==> src/rtl/ball_handoff_ctrl.sv <==
// Ball hand-off sequencer: snapshots ball state at the screen edge, writes it to the peer over
// the I2C byte interface, then launches the ball the peer returns. Option: HANDOFF_RETRY_EN.
module ball_handoff_ctrl #(
  parameter int unsigned NUM_REGS    = 5,
  parameter int unsigned TIMEOUT_CYC = 25000,
  parameter int unsigned TO_W        = 15
) (
  input  logic       clk,
  input  logic       reset,
  input  logic       game_start,
  input  logic       game_over,
  input  logic       ball_exit,
  input  logic [9:0] ball_y,
  input  logic [7:0] ball_vy,
  input  logic [7:0] gravity,
  input  logic       collision,
  input  logic       tx_ready,
  output logic       tx_start,
  output logic [2:0] tx_addr,
  output logic [7:0] tx_data,
  input  logic       tx_done,
  input  logic       tx_nack,
  input  logic       rx_valid,
  input  logic [7:0] rx_y0,
  input  logic [7:0] rx_y1,
  input  logic [7:0] rx_vy,
  input  logic [7:0] rx_gravity,
  output logic       ball_launch,
  output logic [9:0] launch_y,
  output logic [7:0] launch_vy,
  output logic [7:0] launch_gravity,
  output logic       is_idle,
  output logic       is_transfer,
  output logic       is_waiting,
  output logic       err
);

  typedef enum logic [2:0] {
    StIdle, StPlay, StLatch, StSend, StWaitAck, StWaitRx, StLaunch
  } state_e;

  localparam logic [2:0]      LastIdx = 3'(NUM_REGS - 1);
  localparam logic [TO_W-1:0] ToLast  = TO_W'(TIMEOUT_CYC - 1);

  state_e          state_q, state_d;
  logic [2:0]      idx_q;
  logic [TO_W-1:0] cnt_q;
  logic [7:0]      snap_q [NUM_REGS];
  logic [7:0]      snap_d [NUM_REGS];
  logic            fail, give_up, acked;
  logic            unused_rx_y1;

  assign unused_rx_y1 = ^rx_y1[7:2];

  // A nack wins over a simultaneous done.
  assign fail  = (state_q == StWaitAck) && (tx_nack || (cnt_q == ToLast));
  assign acked = (state_q == StWaitAck) && tx_done && !fail;

`ifdef HANDOFF_RETRY_EN
  logic [1:0] retry_q;
  assign give_up = fail && (retry_q == 2'd3);
`else
  assign give_up = fail;
`endif

  always_comb begin
    for (int i = 0; i < NUM_REGS; i++) snap_d[i] = '0;
    snap_d[0] = ball_y[7:0];
    snap_d[1] = {6'b0, ball_y[9:8]};
    snap_d[2] = ball_vy;
    snap_d[3] = gravity;
    snap_d[4] = {7'b0, collision};
  end

  always_comb begin
    state_d = state_q;
    if (game_over) begin
      state_d = StIdle;
    end else begin
      unique case (state_q)
        StIdle: begin
          if (game_start)    state_d = StPlay;
          else if (rx_valid) state_d = StLaunch;
        end
        StPlay:    if (ball_exit) state_d = StLatch;
        StLatch:   state_d = StSend;
        StSend:    if (tx_ready) state_d = StWaitAck;
        StWaitAck: begin
          if (fail)       state_d = give_up ? StIdle : StSend;
          else if (acked) state_d = (idx_q == LastIdx) ? StWaitRx : StSend;
        end
        StWaitRx:  if (rx_valid) state_d = StLaunch;
        StLaunch:  state_d = StPlay;
        default:   state_d = StIdle;
      endcase
    end
  end

  always_ff @(posedge clk or posedge reset) begin
    if (reset) begin
      state_q        <= StIdle;
      idx_q          <= '0;
      cnt_q          <= '0;
      for (int i = 0; i < NUM_REGS; i++) snap_q[i] <= '0;
      tx_start       <= 1'b0;
      tx_addr        <= '0;
      tx_data        <= '0;
      ball_launch    <= 1'b0;
      launch_y       <= '0;
      launch_vy      <= '0;
      launch_gravity <= '0;
      is_idle        <= 1'b0;
      is_transfer    <= 1'b0;
      is_waiting     <= 1'b0;
      err            <= 1'b0;
`ifdef HANDOFF_RETRY_EN
      retry_q        <= '0;
`endif
    end else begin
      state_q     <= state_d;
      is_idle     <= (state_d == StIdle);
      is_transfer <= (state_d == StSend) || (state_d == StWaitAck);
      is_waiting  <= (state_d == StWaitRx);
      ball_launch <= (state_d == StLaunch);
      tx_start    <= 1'b0;
      cnt_q       <= ((state_q == StWaitAck) && (state_d == StWaitAck)) ? cnt_q + 1'b1 : '0;

      if ((state_q == StPlay) && (state_d == StLatch)) snap_q <= snap_d;

      // addr/data stay put after the request until the next byte is issued
      if ((state_q == StSend) && (state_d == StWaitAck)) begin
        tx_start <= 1'b1;
        tx_addr  <= idx_q;
        tx_data  <= snap_q[idx_q];
      end

      if ((state_d == StIdle) || (state_q == StLatch)) idx_q <= '0;
      else if (acked && (idx_q != LastIdx))            idx_q <= idx_q + 3'd1;

      if (state_d == StLaunch) begin
        launch_y       <= {rx_y1[1:0], rx_y0};
        launch_vy      <= rx_vy;
        launch_gravity <= rx_gravity;
      end

      if ((state_q == StIdle) && (state_d == StPlay)) err <= 1'b0;
      else if (give_up && !game_over)                 err <= 1'b1;

`ifdef HANDOFF_RETRY_EN
      if ((state_d == StIdle) || (state_q == StLatch) || acked) retry_q <= '0;
      else if (fail && !game_over)                              retry_q <= retry_q + 2'd1;
`endif
    end
  end

endmodule

==> config.mk <==
export PLATFORM = sky130hd
export DESIGN_NAME = ball_handoff_ctrl
export DESIGN_NICKNAME = d
export VERILOG_FILES = /design/src/rtl/ball_handoff_ctrl.sv
export SDC_FILE = /design/constraint.sdc
export NUM_CORES = 1
export LEC_CHECK = 0
export BUFFER_PORTS_ARGS = -buffer_cell sky130_fd_sc_hd__buf_4
export CAP_MARGIN = 20
export CORE_AREA = 2 2 100 102
export CTS_BUF_LIST = sky130_fd_sc_hd__clkbuf_16
export CTS_CLUSTER_DIAMETER = 120
export DETAILED_ROUTE_END_ITERATION = 8
export DIE_AREA = 0 0 102 104
export PLACE_DENSITY = 0.73
export SLEW_MARGIN = 30
export SYNTH_ARGS = -nofsm -noshare
export SYNTH_HDL_FRONTEND = slang
export SYNTH_SLANG_ARGS = --single-unit
==> constraint.sdc <==
create_clock -name clk -period 6.9 [get_ports clk]
set_input_delay 2.07 -clock clk [delete_from_list [all_inputs] [get_ports clk]]
set_output_delay 2.07 -clock clk [all_outputs]
set_load 0.1 [all_outputs]
# --- Word-level counts from Yosys, hierarchy flattened ---
# Cells that the tools add are included.
op_classes:
  n_bitwise: 1
  order_cmp: 1
  eq_ne: 15
  mux: 18
  reduce_logical: 18
  n_addsub: 2
ops:
  columns: ["operator", "n"]
  rows:
  - ["3-bit two-way mux", 10]
  - ["8-bit binary-select mux with 3-bit select", 1]
  - ["3-bit == test (second input constant)", 7]
  - ["3-bit one-hot mux with 7 select lines", 1]
  - ["8-bit two-way mux", 2]
  - ["15-bit by 1-bit adder with 15-bit output (second input constant)", 1]
  - ["15-bit == test (second input constant)", 1]
  - ["15-bit two-way mux", 1]
  - ["3-bit by 2-bit == test with 1-bit output (second input constant)", 4]
  - ["1-bit logical AND", 9]
  - ["3-bit by 1-bit == test with 1-bit output (second input constant)", 2]
  - ["3-bit logical NOT", 2]
  - ["4-bit >= comparator (second input constant)", 1]
  - ["3-bit NOT with 4-bit output", 1]
  - ["2-bit nonzero test", 2]
  - ["3-bit by 1-bit adder with 3-bit output (second input constant)", 1]
  - ["1-bit logical OR", 3]
  - ["1-bit two-way mux", 3]
  - ["3-bit inequality test (second input constant)", 1]
  - ["1-bit logical NOT", 2]
totals:
  inputBits: 68
  register_bits: 91
  out_inout_bits: 43

# --- Depth between registers and ports, before layout ---
# Gate-level depths: netlist of run 1.
depth:
  ltp_word: 12
  ltp_mapped: 9
  ltp_nobuf: 7

# --- Worst setup path after synthesis of run 1 ---
# No wires, ideal clock.
synth_path:
  path_kind: "input -> register"
  start: "in ball_exit"
  end: "reg snap_q[10] (netlist bit)"
  setup_time_ps: 125
  slack_ps: 3187
  arrival_ps: 3588
  cell_stages: 7
  n_path_buf: 2
  path_cell_list: "a21oi_1 -> a31o_2 -> o21a_1 -> or4_4 -> buf_6 -> buf_6 -> mux2_4"
synth_via:
  elab_chain_cells: 5
synth_lines:
  columns: ["item", "line", "text"]
  rows:
  - ["from (decl)", "12", "input logic ball_exit,"]
  - ["3-bit two-way mux", "85", "StPlay: if (ball_exit) state_d = StLatch;"]
  - ["3-bit one-hot mux with 7 select lines", "80", "unique case (state_q)"]
  - ["3-bit two-way mux", "77", "if (game_over) begin"]
  - ["3-bit by 2-bit == test with 1-bit output", "128", "if ((state_q == StPlay) && (state_d == StLatch)) snap_q <= snap_d;"]
  - ["1-bit logical AND", "128", null]
  - ["to (signal assigned)", "128", null]
  - ["to (decl)", "48", "logic [7:0] snap_q [NUM_REGS];"]
# No other way between the ends.
# A chain may end at the register's enable or synchronous reset.

# --- Final worst setup path of run 1 ---
layout_path:
  start: "in game_start"
  end: "reg snap_q[22] (netlist bit)"
layout_via:
  elab_chain_cells: 5
layout_lines:
  columns: ["item", "line", "text"]
  rows:
  - ["from (decl)", "10", "input logic game_start,"]
  - ["3-bit two-way mux", "82", "if (game_start) state_d = StPlay;"]
  - ["3-bit one-hot mux with 7 select lines", "80", null]
  - ["3-bit two-way mux", "77", null]
  - ["3-bit by 2-bit == test with 1-bit output", "128", null]
  - ["1-bit logical AND", "128", null]
# No other way between the ends.

==> results of run 1 <==
## critical path, delay by kind of cell
| kind | cells | cell delay [ps] |
|---|---|---|
| compound gates | 2 | 320 |
| buf+inv | 1 | 120 |
| mux | 1 | 380 |
| simple gates | 2 | 960 |
## cell usage after synthesis (all sizes together), types with 3 or more instances
cell type  count  area, sq um
mux2i          7         70.1
and4           3         26.3
inv           12         45.0
ha             3         37.5
o21ai          5         25.0
and3           3         18.8
clkbuf         9         33.8
nor2b          5         31.3
buf            7         58.8
nand2         84          318
dfrtp         91         2280
nor3           4         20.0
mux2          38          537
nand3          5         25.0
xor2           6         52.6
xnor2          8         70.1
nand4          4         25.0
nand2b         3         18.8
a21oi         12         60.1
nor2          37          139
## stage by stage
step                cells  hold slack, ps
floorplan             380             474
global placement      603             459
detailed placement    603             464
CTS                   619             479
global route          619             499
finish                619             471
## worst max path at each step
| stage | to | depth (start not counted) | from | slack, ps |
|---|---|---|---|---|
| 2_1_floorplan | ball_launch | 1 | reset | 2470 |
| 3_3_place_gp | snap_q[32] | 6 | ball_exit | 2990 |
| 3_5_place_dp | snap_q[19] | 6 | game_start | 2920 |
| 4_1_cts | snap_q[22] | 6 | game_start | 3270 |
| 5_1_grt | snap_q[16] | 6 | game_start | 3150 |
| 6_report | snap_q[22] | 6 | game_start | 3260 |
## power breakdown
| group | switching (mW) | internal, mW | total [mW] | leakage (nW) |
|---|---|---|---|---|
| clock network | 0.207 | 0.279 | 0.487 | 0.140 |
| registers | 0.0890 | 0.684 | 0.773 | 1.19 |
| logic | 0.682 | 0.275 | 0.957 | 1.40 |
| total | 0.978 | 1.24 | 2.22 | 2.73 |
## state kept, by name, indices dropped and copies added, names as in the netlist
signal,count
is_idle,1
idx_q,3
is_transfer,1
tx_start,1
launch_vy,8
state_q,3
tx_data,8
launch_gravity,8
ball_launch,1
cnt_q,15
err,1
tx_addr,3
is_waiting,1
launch_y,10
snap_q,27
## per-layer routing
metal / share of wire [%] / track usage (%) / up-vias
li1: - / - / 1485
met1: 46 / 24.3 / 1509
met2: 48 / 27.6 / 60
met3: 4.0 / 3.83 / 17
met4: 2.1 / 7.14 / 0
met5: 0 / 0 / -
## final cells by class
type	count	area (sq um)
sequential	91	2280
fill	842	4160
timing repair buffer	106	800
multi-input combinational	260	1800
clock inverter	7	70.1
clock buffer	9	225
inverter	13	50.0
tap	133	166
## cells by family (layout without fill, tap and decap cells)
group           count (synthesis)  in the layout
compound gates                 33             33
simple gates                  163            163
flops                          91             91
xor+xnor                       14             14
buf+inv                        29            135
mux                            47             47
fa+ha+maj                       3              3
==> impl_metrics.toml, run 1 <==
[outcome]
outcome = "finished, final reports clean"

[timing]
finClkSkew_ps = 7.78
report.final.slew_viol_count = 0
min_period_over_period_pct = 52.8
timing.fmax_mhz = 275
grt_setup_unrepaired = "no"
finalCriticalPeriod_ps = 3640
finalHoldViolCount = 0
totalNegativeSetupSlack_ps = 0
finalSetupViolations = 0
timing.max_slew.rel_slack_pct = 45.8
tightest_slew_ps = 813
timing.final.ws_setup_ps = 3260

[floorplan]
rows = 36
starting_density_of_the_core_pct = 44.2
die_w_microns = 102
dieArea_sq_um = 10600
design.core.area_sq_um = 9550
design.portCount = 111
die_height_microns = 104

[worst_setup_path]
critical_path.startpoint_type = "primary input"
worst-endpoint-arrival_ps = 3870
crit_path_max_incr_delay_ps = 760
critical_path_required_ps = 7130
rr_startpoint = "idx_q[1]"
worst_r2r_path_depth = 7
timing.critical_path.fanout_max = 27
worst-setup-path-type = "primary input to flop"
worstPathCellList = "buf_4, nor3_1, o21ai_1, o21a_1, or4_4, mux2_4"
critical_path.slowest_cell = "or4_4"
crit_path_end_kind = "flop"
reg2reg_to = "tx_addr[2]"
r2r_slack_ps = 4390

[synthesis]
synth-seq-cells = 91
yosysUniqueCellTypes = 53
synth_compound_area_share_pct = 5.46
async_set_or_reset_flop_fraction_in_the_synthesized_netlist_pct = 100
synth_xor_xnor_area_share_pct = 2.91
synth_edf_count = 0
yosys.area_share.simple_pct = 17.9
largest_family_of_logic_cells_by_synthesized_area = "simple AND/OR/NAND/NOR gates"
syn-cell-area_sq_um = 4220
ys_warn_count = 0
fraction_of_the_mapped_netlist_area_in_adder_cells_pct = 0.890
synth.yosys.seq_area_share_pct = 54.0
avgSynthCellArea_sq_um = 11.1
synth_ff_type = "dfrtp_1"
synthCells = 380
synthMuxAreaShare_pct = 15.5
syn-num-nets = 451

[finish]
antenna_cells_inserted = 0
layout-area-overhead-vs-synth_pct = 27.7
mostFrequentLayoutCell = "buf_4"
final_util_pct = 56.4
post_route_cells_drive_above_1_share_pct = 34.2
layout_common_cells = "105 x buf_4, 91 x dfrtp_1, 83 x nand2_1, 37 x nor2_1, 29 x mux2_4"
nNetsFinal = 552
design_area_sq_um = 5390

[drt]
dr_drc_count = 0
avgViaCountPerCell = 4.96
per_cell_routed_wire_length_microns = 14.6
drt_iter0_drc = 212
wirelength_mm = 9.06
antenna_violating_nets_post_route = 0
drt_pass1_iterations = 4
vias = 3071

[place]
place_congestion = 0.828
postPlaceCellArea_sq_um = 5090
place_hpwl_mm = 6.22
placement.io_buffers = 104
preCtsSetupSlack_ps = 2920

[power]
power.density_cell_area_nw_per_um2 = 412
worst_ir_drop_vdd_mv = 0.245
leakagePower_nw = 2.73
final_power_mw = 2.22

[clock_network]
clock-root-buffer = "clkbuf_16"
post_cts.resized_instances = 0
clock_insertion_delay_worst_skew_ps = 340
cts.hold.buffers_added = 0
tritoncts_clock_tree = "built"
clkSlewWorstSetupHoldPaths_ps = 60
cts_max_level = 3
cts_inserted_buffers = 9
clock_sinks = 91
cts_setup_buffers = 0
maximum_buffer_depth_of_the_clock_tree = 2

[grt]
grt_usage_pct = 17.8
grt_pass1_vias = 3022
global_route_total_overflow = 0
number_of_antenna_violations_at_the_first_check_in_global_routing = 0
grt_pass1_wl_mm = 14.8
grt_max_degree = 92

[worst_hold_path]
whs_endpoint = "launch_vy[4]"
worst_hold_startpoint = "launch_vy[4]"
hold-path-cell-count = 2
min-delay-path-class = "flop to flop"

[job]
timing.max_cap.violations = 0
Note: power is estimated with default switching activity, not from simulation.
==> run 2, diff against run 1 <==
Settings changed: PLACE_DENSITY 0.73 to 0.76.
Clock period 6.9 ns to 3.3 ns, I/O delays scaled along.
==> run 2 against run 1 <==
Clock skew is 1.5 ps higher. Worst setup slack worse by 2500 ps. Sequential cell count unchanged. Critical path type unchanged. Critical endpoint is now snap_q[16]. Highest routed layer unchanged.
==> impl_metrics.toml, run 2 (same netlist as run 1, synthesis figures left out) <==
[clock_network]
tritoncts_clock_tree = "built"
clkSlewWorstSetupHoldPaths_ps = 60
clock_sinks = 91
cts_inserted_buffers = 9
cts.hold.buffers_added = 0
clock-root-buffer = "clkbuf_16"
post_cts.resized_instances = 0
maximum_buffer_depth_of_the_clock_tree = 2
cts_setup_buffers = 0
cts_max_level = 3
clock_insertion_delay_worst_skew_ps = 340

[floorplan]
design.core.area_sq_um = 9550
die_height_microns = 104
rows = 36
design.portCount = 111
starting_density_of_the_core_pct = 44.2
dieArea_sq_um = 10600
die_w_microns = 102

[place]
placement.io_buffers = 104
place_hpwl_mm = 6.42
place_congestion = 0.895

[drt]
drt_pass1_iterations = 7
avgViaCountPerCell = 5.00
wirelength_mm = 9.09
vias = 3109
dr_drc_count = 0
per_cell_routed_wire_length_microns = 14.6
drt_iter0_drc = 78
antenna_violating_nets_post_route = 0

[timing]
min_period_over_period_pct = 77.2
timing.fmax_mhz = 393
tightest_slew_ps = 580
finClkSkew_ps = 9.24
finalSetupViolations = 0
finalCriticalPeriod_ps = 2550
totalNegativeSetupSlack_ps = 0
grt_setup_unrepaired = "no"
timing.max_slew.rel_slack_pct = 61.3
finalHoldViolCount = 0
report.final.slew_viol_count = 0

[worst_setup_path]
crit_path_max_incr_delay_ps = 740
critical_path.startpoint_type = "primary input"
crit_path_end_kind = "flop"
worst-endpoint-arrival_ps = 2770
timing.critical_path.fanout_max = 27
worstPathCellList = "buf_4, nor3_1, o21ai_1, o21a_1, or4_4, mux2_4"
critical_path_required_ps = 3520
critical_path.slowest_cell = "or4_4"
worst-setup-path-type = "primary input to flop"

[job]
timing.max_cap.violations = 0

[finish]
layout_common_cells = "109 x buf_4, 91 x dfrtp_1, 83 x nand2_1, 37 x nor2_1, 29 x mux2_4"
largest-register = "snap_q"
layout-area-overhead-vs-synth_pct = 28.4
number_of_flip_flops_under_the_largest_register_name = 27
antenna_cells_inserted = 0
final_util_pct = 56.7
biggestRegsByFlops = "snap_q: 27 flops, cnt_q: 15 flops, launch_y: 10 flops"
post_route_cells_drive_above_1_share_pct = 34.8
nNetsFinal = 556
mostFrequentLayoutCell = "buf_4"

[grt]
grt_max_degree = 44
grt_pass1_wl_mm = 15.2
grt_usage_pct = 18.2
number_of_antenna_violations_at_the_first_check_in_global_routing = 0
global_route_total_overflow = 0
grt_pass1_vias = 3179

[power]
leakagePower_nw = 2.75
power.density_cell_area_nw_per_um2 = 855
worst_ir_drop_vdd_mv = 0.663
final_power_mw = 4.63

[worst_hold_path]
min-delay-path-class = "flop to flop"

[outcome]
outcome = "finished, final reports clean"
[run 2: area by class of cell]
| type | instances | area, sq um |
|---|---|---|
| Clock inverter | 6 | 58.8 |
| Clock buffer | 9 | 225 |
| Timing Repair Buffer | 110 | 838 |
| Tap cell | 133 | 166 |
| Sequential cell | 91 | 2280 |
| Multi-Input combinational cell | 260 | 1800 |
| Fill cell | 836 | 4130 |
| Inverter | 13 | 52.6 |
[run 2: metal layers]
layer  global-route usage, %  part of all wire (%)  vias up
li1                        -                     -     1489
met1                    23.1                    43     1508
met5                       0                     0        -
met4                    5.71                   1.4        0
met2                    29.2                    50       98
met3                    5.91                   5.8       14
[run 2: where the power goes]
| group | internal [mW] | total, mW | switching (mW) | leakage [nW] |
|---|---|---|---|---|
| sequential | 1.43 | 1.63 | 0.196 | 1.19 |
| clock | 0.577 | 0.991 | 0.415 | 0.138 |
| combinational | 0.579 | 2.01 | 1.43 | 1.42 |
[run 2: critical path: cells and delay by family]
| kind | cells | cell delay (ps) |
|---|---|---|
| AND/OR/NAND/NOR | 2 | 950 |
| multiplexers | 1 | 390 |
| AO/OA/AOI/OAI | 2 | 290 |
| buffers and inverters | 1 | 110 |
[run 2: stage by stage]
stage          worst slack (ps)  cell area (sq um)  instances  hold slack, ps
3_3_place_gp                442               5130        607             461
5_1_grt                     667               5420        622             508
4_1_cts                     776               5420        622             486
6_report                    752               5420        622             484
3_5_place_dp                422               5130        607             471
2_1_floorplan               667               4220        380             474
[run 2: final timing paths]
path	start	to	slack (ps)	cells after the start
min in group asynchronous	reset	cnt_q[1]	710	2
max reg2reg	state_q[0]	tx_data[7]	850	5
max	game_start	snap_q[16]	750	6
min reg2reg	launch_vy[5]	launch_vy[5]	480	2
max in group asynchronous	reset	launch_gravity[6]	1890	3
min	launch_vy[5]	launch_vy[5]	480	2
==> run 3, diff against run 2 <==
Settings changed: PLACE_DENSITY 0.76 to 0.73.
Clock period 3.3 ns to 2.4 ns, I/O delays scaled along.
==> run 3 against run 2 <==
Final area grew 2.6%. Core utilization up 1.5 points. Cell count grew 2.1%. Sequential cell count is the same. Critical endpoint is now snap_q[14]. Largest cell class unchanged. Largest power group unchanged. Highest routed layer unchanged.
==> impl_metrics.toml, run 3 (same netlist as run 1, synthesis figures left out) <==
[outcome]
outcome = "finished, final reports clean"

[grt]
grt_pass1_wl_mm = 14.8
global_route_total_overflow = 0
grt_max_degree = 92
grt_util_met3_pct = 2.42
number_of_antenna_violations_at_the_first_check_in_global_routing = 0
grt_util_met1_pct = 23.3
grt_usage_pct = 17.7
grt_pass1_vias = 3122
grtUsageMet2_pct = 28.2
grt_busiest_layer = "met2"

[place]
place_hpwl_mm = 6.33
dp.cells = 619
place_congestion = 0.801
placement.io_buffers = 104

[timing]
finClkSkew_ps = 8.73
finalCriticalPeriod_ps = 2230
timing.fmax_mhz = 449
whs_ps = 476
timing.max_slew.rel_slack_pct = 68.4
report.final.slew_viol_count = 0
finalHoldViolCount = 0
grt_setup_unrepaired = "no"
min_period_over_period_pct = 92.7
tightest_slew_ps = 472
finalSetupViolations = 0

[drt]
per_cell_routed_wire_length_microns = 14.1
antenna_violating_nets_post_route = 0
drt_pass1_iterations = 4
avgViaCountPerCell = 4.92
vias = 3122
dr_drc_count = 0
wirelength_mm = 8.97
drt_iter0_drc = 126

[clock_network]
clock_insertion_delay_worst_skew_ps = 340
clock_sinks = 91
cts_inserted_buffers = 9
tritoncts_clock_tree = "built"
clkSlewWorstSetupHoldPaths_ps = 60
cts_setup_buffers = 0
cts.hold.buffers_added = 0
clock-root-buffer = "clkbuf_16"
cts_max_level = 3
maximum_buffer_depth_of_the_clock_tree = 2
post_cts.resized_instances = 0

[finish]
final_util_pct = 58.2
final_cell_count_without_fillers = 635
post_route_cells_drive_above_1_share_pct = 36.3
antenna_cells_inserted = 0
mostFrequentLayoutCell = "buf_4"
largest-register = "snap_q"
layout-area-overhead-vs-synth_pct = 31.8
fill_cells = 844
register_area_sq_um = 2280
nNetsFinal = 568
layout_common_cells = "119 x buf_4, 91 x dfrtp_1, 83 x nand2_1, 37 x nor2_1, 29 x mux2_4"
number_of_flip_flops_under_the_largest_register_name = 27
biggestRegsByFlops = "snap_q: 27 flops, cnt_q: 15 flops, launch_y: 10 flops"
multiInputGateArea_sq_um = 1800

[worst_setup_path]
critical_path_required_ps = 2620
worst-setup-path-type = "flop to flop"
timing.critical_path.fanout_max = 27
critical_path.startpoint_type = "flop"
crit_path_end_kind = "flop"
worst-endpoint-arrival_ps = 2450

[power]
leakagePower_nw = 2.84
power.density_cell_area_nw_per_um2 = 1170
worst_ir_drop_vdd_mv = 0.627
final_power_mw = 6.50

[floorplan]
design.portCount = 111
die_w_microns = 102
design.core.area_sq_um = 9550
dieArea_sq_um = 10600
rows = 36
starting_density_of_the_core_pct = 44.2
die_height_microns = 104

[worst_hold_path]
min-delay-path-class = "flop to flop"

[job]
timing.max_cap.violations = 0
run 3: changes by cell type in the layout (fill, tap and decap cells not counted):
| cell | delta |
|---|---|
| buf_4 | +10 |
| buf_12 | +2 |
| inv_1 | +1 |
| clkinvlp_4 | -1 |
| bufinv_16 | +1 |
run 3: path summary, 6_finish.rpt:
kind                                     end  slack, ps              start  depth (start not counted)
setup / recovery                  snap_q[14]        170         state_q[2]                          7
hold / removal             launch_gravity[0]        480  launch_gravity[0]                          2
setup reg to reg                  snap_q[14]        170         state_q[2]                          7
hold reg to reg            launch_gravity[0]        480  launch_gravity[0]                          2
max in group asynchronous         snap_q[38]       1520              reset                          3
min in group asynchronous        launch_y[2]        510              reset                          3
run 3: final cells by class:
cell class / count / share of cell area (%)
clock inverters: 7 / 1.53
multi-input cells: 260 / 32.4
inverters: 13 / 0.945
flip-flops and latches: 91 / 41.0
repair buffers: 122 / 17.2
well taps: 133 / 2.99
clock buffers: 9 / 4.05
run 3: report_power, final:
| group | leakage (nW) | switching (mW) | internal (mW) |
|---|---|---|---|
| Sequential | 1.19 | 0.243 | 1.97 |
| Clock | 0.158 | 0.565 | 0.901 |
| Combinational | 1.49 | 1.99 | 0.828 |
run 3: metal layers:
metal / up-vias / wire length (microns)
met3: 17 / 277
met2: 60 / 4410
met4: 0 / 213
li1: 1512 / -
met5: - / 0
met1: 1533 / 4080
run 3: stage by stage:
| stage | TNS, ps | setup WS [ps] | area [sq um] |
|---|---|---|---|
| 5_1_grt | 0 | 56.0 | 5560 |
| 3_3_place_gp | 0 | 14.4 | 5250 |
| 2_1_floorplan | 0 | 36.9 | 4220 |
| 3_5_place_dp | -242 | -19.8 | 5250 |
| 6_report | 0 | 175 | 5560 |
| 4_1_cts | 0 | 176 | 5560 |
run 3: worst max-delay path, stage by stage (launching register included):
cell and delay [ps]:
dfrtp_1 410, buf_4 180, nor3_1 240, o21ai_1 130, o21a_1 130, or4_4 490, buf_12 190, mux2_4 310
